**config.mk**
```make
export PLATFORM = sky130hd
export DESIGN_NAME = muldiv_ctrl
export DESIGN_NICKNAME = d
export VERILOG_FILES = /design/src/rtl/muldiv_ctrl.sv
export SDC_FILE = /design/constraint.sdc
export NUM_CORES = 1
export LEC_CHECK = 0
export BUFFER_PORTS_ARGS = -buffer_cell sky130_fd_sc_hd__buf_2
export CAP_MARGIN = 20
export CORE_MARGIN = 4
export CORE_UTILIZATION = 30
export DETAILED_ROUTE_END_ITERATION = 16
export HOLD_SLACK_MARGIN = 0.15
export PLACE_DENSITY = 0.72
export SLEW_MARGIN = 20
export SYNTH_ARGS = -nofsm -noshare
export SYNTH_HDL_FRONTEND = slang
export SYNTH_SLANG_ARGS = --single-unit
```
**constraint.sdc**
```tcl
create_clock -name clk -period 2.1 [get_ports clk]
set_clock_uncertainty 0.1 [all_clocks]
set_input_delay 0.105 -clock clk [delete_from_list [all_inputs] [get_ports clk]]
set_output_delay 0.105 -clock clk [all_outputs]
set_load 0.02 [all_outputs]
```
**src/rtl/muldiv_ctrl.sv**
```systemverilog
// Sequencing controller for the EX-stage multi-cycle multiplier and divider:
// launches one MULT/MULTU/DIV/DIVU at a time, stalls EX, and returns HI/LO write data.
module muldiv_ctrl #(
    parameter int TIMEOUT = 64
) (
    input  logic        clk,
    input  logic        rst,
    input  logic        req_valid,
    input  logic [1:0]  req_op,
    input  logic [31:0] req_src1,
    input  logic [31:0] req_src2,
    input  logic        ex_accept,
    input  logic        flush,
    output logic        mul_start,
    output logic        div_start,
    output logic        mul_signed,
    output logic        div_signed,
    output logic [31:0] mul_a,
    output logic [31:0] mul_b,
    output logic [31:0] div_a,
    output logic [31:0] div_b,
    output logic        mul_annul,
    output logic        div_annul,
    input  logic        mul_ready,
    input  logic        div_ready,
    input  logic [63:0] mul_result,
    input  logic [63:0] div_result,
    output logic        stallreq,
    output logic        hi_we,
    output logic        lo_we,
    output logic [31:0] hi_out,
    output logic [31:0] lo_out,
    output logic        busy,
    output logic        timeout_err,
    output logic [1:0]  dbg_state
);

    localparam int CW = $clog2(TIMEOUT);

    typedef enum logic [1:0] {
        S_IDLE = 2'd0,
        S_BUSY = 2'd1,
        S_DONE = 2'd2
    } state_t;

    state_t         state, state_n;
    logic [1:0]     op_q;
    logic [31:0]    src1_q, src2_q;
    logic [31:0]    hi_q, lo_q;
    logic [CW-1:0]  cnt;
    logic           err_q;

    logic           lat_en, cap_en, cnt_clr, cnt_inc, err_set, annul;
    logic [63:0]    cap_val;
    logic           is_div, in_busy, unit_ready;
    logic [63:0]    unit_result;

    assign is_div      = op_q[1];
    assign in_busy     = (state == S_BUSY);
    assign unit_ready  = is_div ? div_ready  : mul_ready;
    assign unit_result = is_div ? div_result : mul_result;

    always_ff @(posedge clk) begin
        if (rst) begin
            state  <= S_IDLE;
            op_q   <= 2'b00;
            src1_q <= '0;
            src2_q <= '0;
            hi_q   <= '0;
            lo_q   <= '0;
            cnt    <= '0;
            err_q  <= 1'b0;
        end else begin
            state <= state_n;
            if (lat_en) begin
                op_q   <= req_op;
                src1_q <= req_src1;
                src2_q <= req_src2;
            end
            if (cap_en) begin
                hi_q <= cap_val[63:32];
                lo_q <= cap_val[31:0];
            end
            if (cnt_clr)      cnt <= '0;
            else if (cnt_inc) cnt <= cnt + 1'b1;
            if (err_set)      err_q <= 1'b1;
        end
    end

    // flush overrides every other event in the same cycle, so it is tested first in BUSY
    always_comb begin
        state_n = state;
        lat_en  = 1'b0;
        cap_en  = 1'b0;
        cap_val = '0;
        cnt_clr = 1'b0;
        cnt_inc = 1'b0;
        err_set = 1'b0;
        annul   = 1'b0;
        case (state)
            S_IDLE: begin
                if (req_valid && !flush) begin
                    lat_en = 1'b1;
                    if (req_op[1] && (req_src2 == 32'd0)) begin
                        cap_en  = 1'b1;
                        cap_val = {req_src1, 32'hFFFF_FFFF};
                        state_n = S_DONE;
                    end else begin
                        cnt_clr = 1'b1;
                        state_n = S_BUSY;
                    end
                end
            end
            S_BUSY: begin
                if (flush) begin
                    annul   = 1'b1;
                    state_n = S_IDLE;
                end else if (unit_ready) begin
                    cap_en  = 1'b1;
                    cap_val = unit_result;
                    state_n = S_DONE;
                end else if (cnt == CW'(TIMEOUT - 1)) begin
                    annul   = 1'b1;
                    err_set = 1'b1;
                    cap_en  = 1'b1;
                    cap_val = '0;
                    state_n = S_DONE;
                end else begin
                    cnt_inc = 1'b1;
                end
            end
            S_DONE: begin
                if (flush || ex_accept) state_n = S_IDLE;
            end
            default: state_n = S_IDLE;
        endcase
    end

    // Handshake: start is a level held through BUSY; ready is sampled only while BUSY and
    // completes the operation in that cycle; annul is a single-cycle abort of the active unit.
    assign mul_start   = in_busy & ~is_div;
    assign div_start   = in_busy &  is_div;
    assign mul_signed  = in_busy & ~is_div & ~op_q[0];
    assign div_signed  = in_busy &  is_div & ~op_q[0];
    assign mul_a       = is_div ? 32'd0 : src1_q;
    assign mul_b       = is_div ? 32'd0 : src2_q;
    assign div_a       = is_div ? src1_q : 32'd0;
    assign div_b       = is_div ? src2_q : 32'd0;
    assign mul_annul   = annul & ~is_div;
    assign div_annul   = annul &  is_div;

    assign stallreq    = req_valid & (((state == S_IDLE) & ~flush) | in_busy);
    assign hi_we       = (state == S_DONE) & ~flush;
    assign lo_we       = hi_we;
    assign hi_out      = hi_q;
    assign lo_out      = lo_q;
    assign busy        = (state != S_IDLE);
    assign timeout_err = err_q;
    assign dbg_state   = state;

endmodule

```
==> results of run 1 <==
where the power goes:
part | switching, W | leakage, nW | internal (W)
logic | 0.000669 | 4.20 | 0.000672
registers | 0.0000631 | 1.13 | 0.00273
clock network | 0.00128 | 0.270 | 0.00170
total | 0.00201 | 5.60 | 0.00510
worst reg2reg max path, delay by kind of cell, from the launching register on:
kind,cells,cell delay [ns]
flip-flops,1,0.36
AO/OA/AOI/OAI,3,0.62
multiplexers,1,0.35
buffers and inverters,3,0.50
state kept, by name, indices dropped and copies added (netlist names):
register,cells
dbg_state,2
src2_q,32
hi_out,32
lo_out,32
op_q,2
cnt,6
timeout_err,1
src1_q,32
through the flow:
stage               std cells  setup TNS (ns)  cell area, µm²
floorplan                 909               0            7050
global placement         1575           -2.03            9520
detailed placement       1575           -2.88            9520
CTS                      1793          -0.236           12000
global route             1802         -0.0589           12200
finish                   1802               0           12200
cells by family after synthesis:
group / Yosys count / synth area share
buf+inv: 87 / 0.0506
fa+ha+maj: 1 / 0.00177
xor+xnor: 5 / 0.00621
simple gates: 442 / 0.304
compound gates: 169 / 0.143
mux: 66 / 0.0996
flops: 139 / 0.395
cell type report:
type                    count  area, µm²
well taps                 313        392
repair buffers            628       4380
clock buffers              19        443
fillers                  2022      10700
multi-input cells         683       4010
clock inverters            13        133
flip-flops and latches    139       2790
diodes                      3       7.51
inverters                   4       15.0
cell usage after synthesis:
master | n | share of area
xnor2_1 | 1 | 0.0012
ha_1 | 1 | 0.0018
nand2b_1 | 4 | 0.0035
or2_2 | 1 | 0.00089
nor4b_4 | 1 | 0.0034
or3_1 | 1 | 0.00089
clkbuf_1 | 63 | 0.034
nand2_1 | 134 | 0.071
a31oi_2 | 1 | 0.0018
nor3_1 | 38 | 0.027
inv_1 | 4 | 0.0021
dfxtp_1 | 139 | 0.39
buf_2 | 12 | 0.0085
nor4b_1 | 2 | 0.0025
nor4_1 | 11 | 0.0098
nor2b_1 | 65 | 0.058
and2_1 | 66 | 0.059
a21oi_1 | 103 | 0.073
buf_4 | 4 | 0.0043
nor3_2 | 1 | 0.0014
o32ai_2 | 1 | 0.0023
a31oi_1 | 30 | 0.027
mux2i_1 | 33 | 0.047
or3b_1 | 1 | 0.0012
xor2_1 | 4 | 0.0050
nand3_1 | 1 | 0.00071
buf_1 | 4 | 0.0021
and3_1 | 1 | 0.00089
mux2_2 | 33 | 0.053
nand4_1 | 5 | 0.0044
nand3b_1 | 1 | 0.0011
nor2_1 | 108 | 0.058
nor3b_1 | 1 | 0.0011
a211oi_1 | 32 | 0.034
o21ba_2 | 1 | 0.0014
a311oi_4 | 1 | 0.0037
routing by layer:
metal	share of wire	track usage	wire length [µm]	vias to the layer above
li1	-	-	-	4206
met3	0.071	0.0508	2190	117
met5	0	0	0	-
met1	0.39	0.248	12000	4042
met2	0.49	0.379	15300	500
met4	0.050	0.116	1550	0
what timing repair did:
action,4_1_cts,5_1_grt
endpoints found under the hold margin,139,0
gates cloned,0,3
hold buffers,186,0
pin swaps,0,2
setup buffers,0,3
endpoints found under the setup margin,9,72
resized for setup,0,24
worst paths after layout:
| path | from | to | depth (start not counted) |
|---|---|---|---|
| min reg2reg | src2_q[31]$_SDFFE_PP0P_ | src2_q[31]$_SDFFE_PP0P_ | 2 |
| max reg2reg | op_q[1]$_SDFFE_PP0P_ | hi_out[8]$_SDFFE_PP0P_ | 7 |
| max | req_src2[6] | lo_out[13]$_SDFFE_PP0P_ | 11 |
| min | mul_result[44] | hi_out[12]$_SDFFE_PP0P_ | 5 |
==> flow_metrics.env, run 1 <==
export IMPL_final_util=0.533
export IMPL_maxSlewViolCount=0
export IMPL_path_clk_slew_ns=0.07
export IMPL_yosysWarnings=0
export IMPL_layout_common_cells="buf_2, dlygate4sd3_1, dfxtp_1, nand2_1, nor2_1"
export IMPL_finalHoldViolations=0
export IMPL_synth_cell_types=36
export IMPL_grt_usage=0.218
export IMPL_drt_vias_per_instance=4.92
export IMPL_critical_path_max_stage_delay_ns=0.54
export IMPL_netlist_instances=909
export IMPL_holdWs_ns=0.158
export IMPL_grt_pass1_vias=8749
export IMPL_synth_cell_area_um2=7050
export IMPL_postRouteWirelength_um=31100
export IMPL_nNetsFinal=1675
export IMPL_syn_mean_instance_area_um2=7.75
export IMPL_slew_headroom=0.683
export IMPL_setup_viol=0
export IMPL_grt_setup_unrepaired="true"
export IMPL_hpwl_um=19200
export IMPL_layout_commonest_cell="buf_2"
export IMPL_rrSetupSlack_ns=0.08
export IMPL_peakVddDrop_uv=447
export IMPL_num_io_pins=406
export IMPL_finalPower_w=0.00710
export IMPL_clockBufferDepth=2
export IMPL_cts_root_buf="clkbuf_16"
export IMPL_slowest_stage="dlygate4sd3_1"
export IMPL_grt_max_degree=88
export IMPL_cp_arrival_ns=2.28
export IMPL_outcome="finished clean"
export IMPL_port_buffers=405
export IMPL_timing_fmax_ghz=0.488
export IMPL_antenna_found_initial=3
export IMPL_place_congestion=0.865
export IMPL_ant_nets=0
export IMPL_seq_area_frac_synth=0.395
export IMPL_drc=0
export IMPL_crit_chain="dlygate4sd3_1 -> buf_2 -> nor4_4 -> nand4_1 -> buf_4 -> o32ai_4 -> buf_4 -> buf_4 -> clkbuf_16 -> nor2_1 -> nor3_1"
export IMPL_die_w_um=161
export IMPL_critPathLaunchType="input pin"
export IMPL_core_um2=22800
export IMPL_grt_overflow=0
export IMPL_cts_buffers=17
export IMPL_syn_to_final_growth_pct=72.7
export IMPL_leakagePower_nw=5.60
export IMPL_post_route_min_period_ns=2.05
export IMPL_path_class="in -> reg"
export IMPL_ys_seq_elements=139
export IMPL_cap_violations=0
export IMPL_grt_pass1_wl_um=45900
export IMPL_synth_net_count=1111
export IMPL_cts_tree="built"
export IMPL_cp_end_kind="flip-flop"
export IMPL_crit_required_ns=2.33
export IMPL_rows=55
export IMPL_vias=8865
export IMPL_htree_num_levels=4
export IMPL_first_pass_iters=5
export IMPL_dieArea_um2=26000
export IMPL_cts_sinks=139
export IMPL_fin_crit_sh=0.976
export IMPL_worst_slack_ns=0.0510
export IMPL_layout_drive_gt1_share=0.357
export IMPL_worst_slew_pin_slew_ns=0.473
export IMPL_fp_dieH_um=161
export IMPL_crit_path_frequent_cell="buf_4"
export IMPL_wl_per_cell_um=17.2
export IMPL_critPathMaxFanout=23
export IMPL_insertion_delay_ns=0.41
export IMPL_dpl_worst_slack_ns=-0.131
export IMPL_path_buf_inv=6
export IMPL_start_util=0.308
export IMPL_hold_path_class="in -> reg"
export IMPL_path_delay_family="buffers and inverters"
export IMPL_initialDrtViolationCount=690
export IMPL_power_density_nw_per_um2=584
Note: power is estimated with default switching activity, not from simulation.
==> run 2, diff against run 1 <==
- HOLD_SLACK_MARGIN: 0.15 -> 0.12
- MAX_ROUTING_LAYER: not set -> met4
==> run 2 against run 1 <==
Net effect: utilization is 0.48 points lower; largest power group unchanged; combinational power about the same; critical path type unchanged; hold slack lost 0.030 ns; via count is 1.2% lower; worst setup slack lost 0.0022 ns; flip-flop and latch count stayed put; sequential share of layout area is 0.20 points higher; non-clock buffer count is 11 lower; first-iteration DRC count is 7.4% higher.
==> flow_metrics.env, run 2 (synthesis results as in run 1) <==
export IMPL_ant_nets=0
export IMPL_critPathMaxFanout=24
export IMPL_first_pass_iters=5
export IMPL_cts_buffers=17
export IMPL_syn_to_final_growth_pct=71.1
export IMPL_place_congestion=0.879
export IMPL_cp_end_kind="flip-flop"
export IMPL_start_util=0.308
export IMPL_timing_fmax_ghz=0.488
export IMPL_post_route_min_period_ns=2.05
export IMPL_grt_pass1_vias=8650
export IMPL_layout_common_cells="buf_2, dlygate4sd3_1, dfxtp_1, nand2_1, nor2_1"
export IMPL_leakagePower_nw=5.56
export IMPL_core_um2=22800
export IMPL_peakVddDrop_uv=449
export IMPL_rrSetupSlack_ns=0.06
export IMPL_vias=8758
export IMPL_clkPwrFrac=0.419
export IMPL_die_w_um=161
export IMPL_slew_headroom=0.708
export IMPL_insertion_delay_ns=0.41
export IMPL_rr_startpoint="op_q[1]$_SDFFE_PP0P_"
export IMPL_slowest_stage="dlygate4sd3_1"
export IMPL_layout_drive_gt1_share=0.358
export IMPL_cts_tree="built"
export IMPL_port_buffers=405
export IMPL_cts_sinks=139
export IMPL_dieArea_um2=26000
export IMPL_worstHoldPathCells=5
export IMPL_postRouteWirelength_um=30500
export IMPL_crit_chain="dlygate4sd3_1 -> buf_2 -> nor4_2 -> nand4_1 -> buf_4 -> o32ai_4 -> buf_6 -> buf_12 -> nor2_1 -> a211oi_2"
export IMPL_clockBufferDepth=2
export IMPL_instances_no_fill=1790
export IMPL_htree_num_levels=4
export IMPL_drt_vias_per_instance=4.89
export IMPL_hpwl_um=19200
export IMPL_pwr_share_seq=0.395
export IMPL_layout_commonest_cell="buf_2"
export IMPL_nNetsFinal=1664
export IMPL_grt_usage=0.221
export IMPL_critical_path_max_stage_delay_ns=0.54
export IMPL_cp_arrival_ns=2.27
export IMPL_num_io_pins=406
export IMPL_cts_root_buf="clkbuf_16"
export IMPL_min_to="hi_out[29]$_SDFFE_PP0P_"
export IMPL_r2r_end="hi_out[17]$_SDFFE_PP0P_"
export IMPL_maxSlewViolCount=0
export IMPL_reg2reg_depth=7
export IMPL_p_switching_w=0.00199
export IMPL_fin_crit_sh=0.977
export IMPL_grt_max_degree=88
export IMPL_cap_violations=0
export IMPL_critPathLaunchType="input pin"
export IMPL_power_density_nw_per_um2=586
export IMPL_hold_path_class="in -> reg"
export IMPL_fp_dieH_um=161
export IMPL_p_int_w=0.00508
export IMPL_crit_required_ns=2.32
export IMPL_outcome="finished clean"
export IMPL_placedCellCount=1575
export IMPL_finalHoldViolations=0
export IMPL_wl_per_cell_um=17.0
export IMPL_path_class="in -> reg"
export IMPL_worst_slew_pin_slew_ns=0.425
export IMPL_grt_pass1_wl_um=45000
export IMPL_p_comb_frac=0.186
export IMPL_grt_overflow=0
export IMPL_drc=0
export IMPL_hold_start="mul_result[61]"
export IMPL_antenna_found_initial=2
export IMPL_initialDrtViolationCount=741
export IMPL_setup_viol=0
export IMPL_rows=55
export IMPL_holdWs_ns=0.127
export IMPL_path_clk_slew_ns=0.06
export IMPL_switching_share=0.281
==> run 2: worst max-delay path by stage <==
| stage | from | to | slack (ns) | cells past startpoint |
|---|---|---|---|---|
| after floorplan | dbg_state[1]$_SDFFE_PP0P_ | hi_out[12]$_SDFFE_PP0P_ | 0.05 | 8 |
| after global placement | req_src2[16] | hi_out[0]$_SDFFE_PP0P_ | -0.1 | 8 |
| after detailed placement | req_src2[16] | hi_out[5]$_SDFFE_PP0P_ | -0.13 | 8 |
| after CTS | op_q[1]$_SDFFE_PP0P_ | mul_annul | -0.04 | 5 |
| after global routing | op_q[1]$_SDFFE_PP0P_ | hi_out[7]$_SDFFE_PP0P_ | -0.02 | 7 |
| final | req_src2[6] | hi_out[5]$_SDFFE_PP0P_ | 0.05 | 10 |
==> run 2: per-layer routing <==
| layer | wire [µm] | GRT usage |
|---|---|---|
| met2 | 15000 | 0.372 |
| met4 | 1600 | 0.119 |
| met3 | 2050 | 0.0459 |
| met1 | 11900 | 0.246 |
| met5 | 0 | - |
==> run 2: timing repair <==
item	4_1_cts	5_1_grt
cloned	0	3
setup endpoints to repair	9	75
hold buffers	173	1
pin swaps	0	3
resized for setup	0	20
endpoints found under the hold margin	139	1
buffers inserted	0	4
==> run 2: final cells by class <==
cell class	count	area, µm²
fill	2035	10800
antenna	2	5.00
clock inverter	13	133
inverter	4	15.0
tap	313	392
timing repair buffer	617	4300
clock buffer	19	443
sequential	139	2790
multi-input combinational	683	3980
==> run 2: metrics by stage <==
step | setup TNS (ns) | cell area (µm²) | utilization | setup WS (ns) | power (W)
2_1_floorplan | 0 | 7050 | - | 0.0515 | 0.00339
3_3_place_gp | -2.03 | 9520 | 0.417 | -0.0955 | 0.00383
3_5_place_dp | -2.88 | 9520 | 0.417 | -0.131 | 0.00385
4_1_cts | -0.236 | 11800 | 0.518 | -0.0398 | 0.00710
5_1_grt | -0.0569 | 12100 | 0.528 | -0.0192 | 0.00738
6_report | 0 | 12100 | 0.528 | 0.0488 | 0.00707
==> run 2: worst max-delay path: cells and delay by family <==
family / cells / cell delay, ns
simple gates: 3 / 0.42
compound gates: 2 / 0.52
buf+inv: 5 / 1.20
==> run 2: power by group through the flow <==
stage | combinational [W] | clock [W] | sequential, W
2_1_floorplan | 0.000525 | 0 | 0.00287
3_3_place_gp | 0.000990 | 0 | 0.00284
3_5_place_dp | 0.00100 | 0 | 0.00285
4_1_cts | 0.00126 | 0.00305 | 0.00279
5_1_grt | 0.00142 | 0.00316 | 0.00280
6_report | 0.00132 | 0.00296 | 0.00279
==> run 3, diff against run 2 <==
- ABC_AREA: not set -> 1
- PLACE_DENSITY: 0.72 -> 0.7
==> run 3 against run 2 <==
Net effect: critical path depth rose by 2; register-to-register slack improved by 0.10 ns; utilization shrank 2.7 points; global-route usage up 0.56 points; final area grew 4.6%; synthesized cell count is 33% higher; non-clock buffer count up 8; area after synthesis grew 9.0%; clock-buffer cell count stayed put; fmax increased by 3.4%; final cell count up 18%; sequential share of layout area shrank 1.0 points.
==> flow_metrics.env, run 3 <==
export IMPL_seq_area_frac_synth=0.362
export IMPL_layout_drive_gt1_share=0.298
export IMPL_holdWs_ns=0.165
export IMPL_crit_required_ns=2.35
export IMPL_setup_viol=0
export IMPL_synthTopCellsByArea="dfxtp_1, nor2_1, nand2_1, inv_1, nand3_1"
export IMPL_peakVddDrop_uv=413
export IMPL_grt_pass1_wl_um=50400
export IMPL_post_route_min_period_ns=1.98
export IMPL_vias=10080
export IMPL_nNetsFinal=1969
export IMPL_layout_common_cells="buf_2, nor2_1, dlygate4sd3_1, nand2_1, inv_1"
export IMPL_leakagePower_nw=6.71
export IMPL_grt_overflow=0
export IMPL_path_clk_slew_ns=0.07
export IMPL_rows=58
export IMPL_syn_to_final_growth_pct=64.2
export IMPL_ys_flop_type="dfxtp_1"
export IMPL_ant_nets=0
export IMPL_num_io_pins=406
export IMPL_critPathMaxFanout=56
export IMPL_die_w_um=168
export IMPL_pwr_share_seq=0.395
export IMPL_antenna_found_initial=1
export IMPL_netlist_top_cells_count="nor2_1, nand2_1, inv_1"
export IMPL_wl_per_cell_um=15.9
export IMPL_initialDrtViolationCount=730
export IMPL_post_dp_cell_area_um2=9970
export IMPL_hold_path_class="in -> reg"
export IMPL_hpwl_um=21200
export IMPL_slew_headroom=0.544
export IMPL_postRouteWirelength_um=33600
export IMPL_grt_setup_unrepaired="true"
export IMPL_finalHoldViolations=0
export IMPL_cp_end_kind="flip-flop"
export IMPL_cts_buffers=17
export IMPL_critPathLaunchType="input pin"
export IMPL_final_cell_area_um2=12600
export IMPL_port_buffers=405
export IMPL_synth_top_area_cell="dfxtp_1"
export IMPL_synth_top_area_frac=0.362
export IMPL_synth_cell_area_um2=7680
export IMPL_outcome="finished clean"
export IMPL_fin_crit_sh=0.944
export IMPL_cap_violations=0
export IMPL_dieArea_um2=28200
export IMPL_layout_commonest_cell="buf_2"
export IMPL_cp_arrival_ns=2.23
export IMPL_dpl_worst_slack_ns=-0.0148
export IMPL_yosysWarnings=0
export IMPL_ys_seq_elements=139
export IMPL_p_int_w=0.00501
export IMPL_first_pass_iters=5
export IMPL_place_congestion=0.880
export IMPL_final_util=0.501
export IMPL_grt_pass1_vias=9837
export IMPL_async_flop_share=0
export IMPL_power_density_nw_per_um2=567
export IMPL_rrSetupSlack_ns=0.16
export IMPL_maxSlewViolCount=0
export IMPL_drc=0
export IMPL_grt_max_degree=164
export IMPL_fp_dieH_um=168
export IMPL_syn_mean_instance_area_um2=6.34
export IMPL_cts_root_buf="clkbuf_16"
export IMPL_timing_fmax_ghz=0.504
export IMPL_yosysMostFrequentCell="nor2_1"
export IMPL_p_switching_w=0.00215
export IMPL_worst_slew_pin_slew_ns=0.683
export IMPL_synth_edf_count=0
export IMPL_htree_num_levels=4
export IMPL_setup_tns_ns=0
export IMPL_insertion_delay_ns=0.42
export IMPL_start_util=0.305
export IMPL_clockBufferDepth=2
export IMPL_worst_slack_ns=0.117
export IMPL_drt_vias_per_instance=4.77
export IMPL_synth_cell_types=28
export IMPL_cts_sinks=139
export IMPL_core_um2=25200
export IMPL_netlist_instances=1211
export IMPL_path_class="in -> reg"
export IMPL_clkPwrFrac=0.403
export IMPL_synth_net_count=1413
export IMPL_switching_share=0.300
export IMPL_cts_tree="built"
export IMPL_p_comb_frac=0.202
export IMPL_grt_usage=0.226
-- run 3: cell types whose count changed after synthesis, sizes merged, moves of 65 or more --
cell and change:
nor2b -65, nand3 +97, nor2 +125, and2 -66, inv +174, o21ai +66
-- run 3: cells by family (layout without fill, tap and decap cells) --
group                    after synthesis  in the layout  share of synthesized area
buffers and inverters                268            836                      0.142
adder cells (fa/ha/maj)                1              1                    0.00163
AO/OA/AOI/OAI                        204            205                      0.155
AND/OR/NAND/NOR                      595            595                      0.335
XOR/XNOR                               4              4                    0.00456
flip-flops                           139            139                      0.362
other                                  0              2                          0
-- run 3: area by class of cell --
| class | instances | area [µm²] |
|---|---|---|
| inverter | 179 | 674 |
| sequential | 139 | 2790 |
| clock inverter | 13 | 106 |
| clock buffer | 19 | 453 |
| tap | 330 | 413 |
| fill | 2305 | 12600 |
| multi-input combinational | 805 | 3870 |
| antenna | 2 | 5.00 |
| timing repair buffer | 625 | 4310 |
-- run 3: metal layers --
metal  part of all wire  GRT usage  vias up  wire [µm]
met1               0.38      0.245     4559      12900
li1                   -          -     4886          -
met4              0.047      0.113        0       1580
met2               0.50      0.392      520      16700
met5                  0          -        -          0
met3              0.072     0.0479      115       2420
-- run 3: path summary, 6_finish.rpt --
check,start,to,cells past startpoint
max,req_src2[10],hi_out[17]$_SDFFE_PP0P_,12
min,div_result[18],lo_out[18]$_SDFFE_PP0P_,6
max reg2reg,dbg_state[1]$_SDFFE_PP0P_,hi_out[20]$_SDFFE_PP0P_,8
min reg2reg,src2_q[29]$_SDFFE_PP0P_,src2_q[29]$_SDFFE_PP0P_,2
-- run 3: power by group through the flow --
| stage | clock, W | sequential (W) | combinational, W |
|---|---|---|---|
| floorplan | 0 | 0.00291 | 0.000598 |
| global placement | 0 | 0.00288 | 0.00111 |
| detailed placement | 0 | 0.00288 | 0.00112 |
| CTS | 0.00296 | 0.00282 | 0.00140 |
| global route | 0.00309 | 0.00284 | 0.00157 |
| finish | 0.00288 | 0.00283 | 0.00144 |
-- run 3: critical path, stage by stage --
cell	delay, ns
dlygate4sd3_1	0.54
buf_2	0.14
nor2_1	0.12
nand2_1	0.08
nor2_1	0.16
nand2_1	0.12
nor2_4	0.29
nand2_4	0.15
buf_12	0.22
nand3_1	0.10
nand2_1	0.05
nor2_1	0.13
-- run 3: what timing repair did --
item                       CTS  global route
pin swaps                    1             4
hold buffers               196             0
cloned                       0             2
hold endpoints to repair   138             0
gates resized for setup      6             9
setup buffers                0             4
setup endpoints to repair    8            72
-- run 3: through the flow --
step / cells / total power [W]
after CTS: 2104 / 0.00718
after detailed placement: 1876 / 0.00400
final: 2112 / 0.00715
after global routing: 2111 / 0.00750
after global placement: 1876 / 0.00398
after floorplan: 1211 / 0.00350
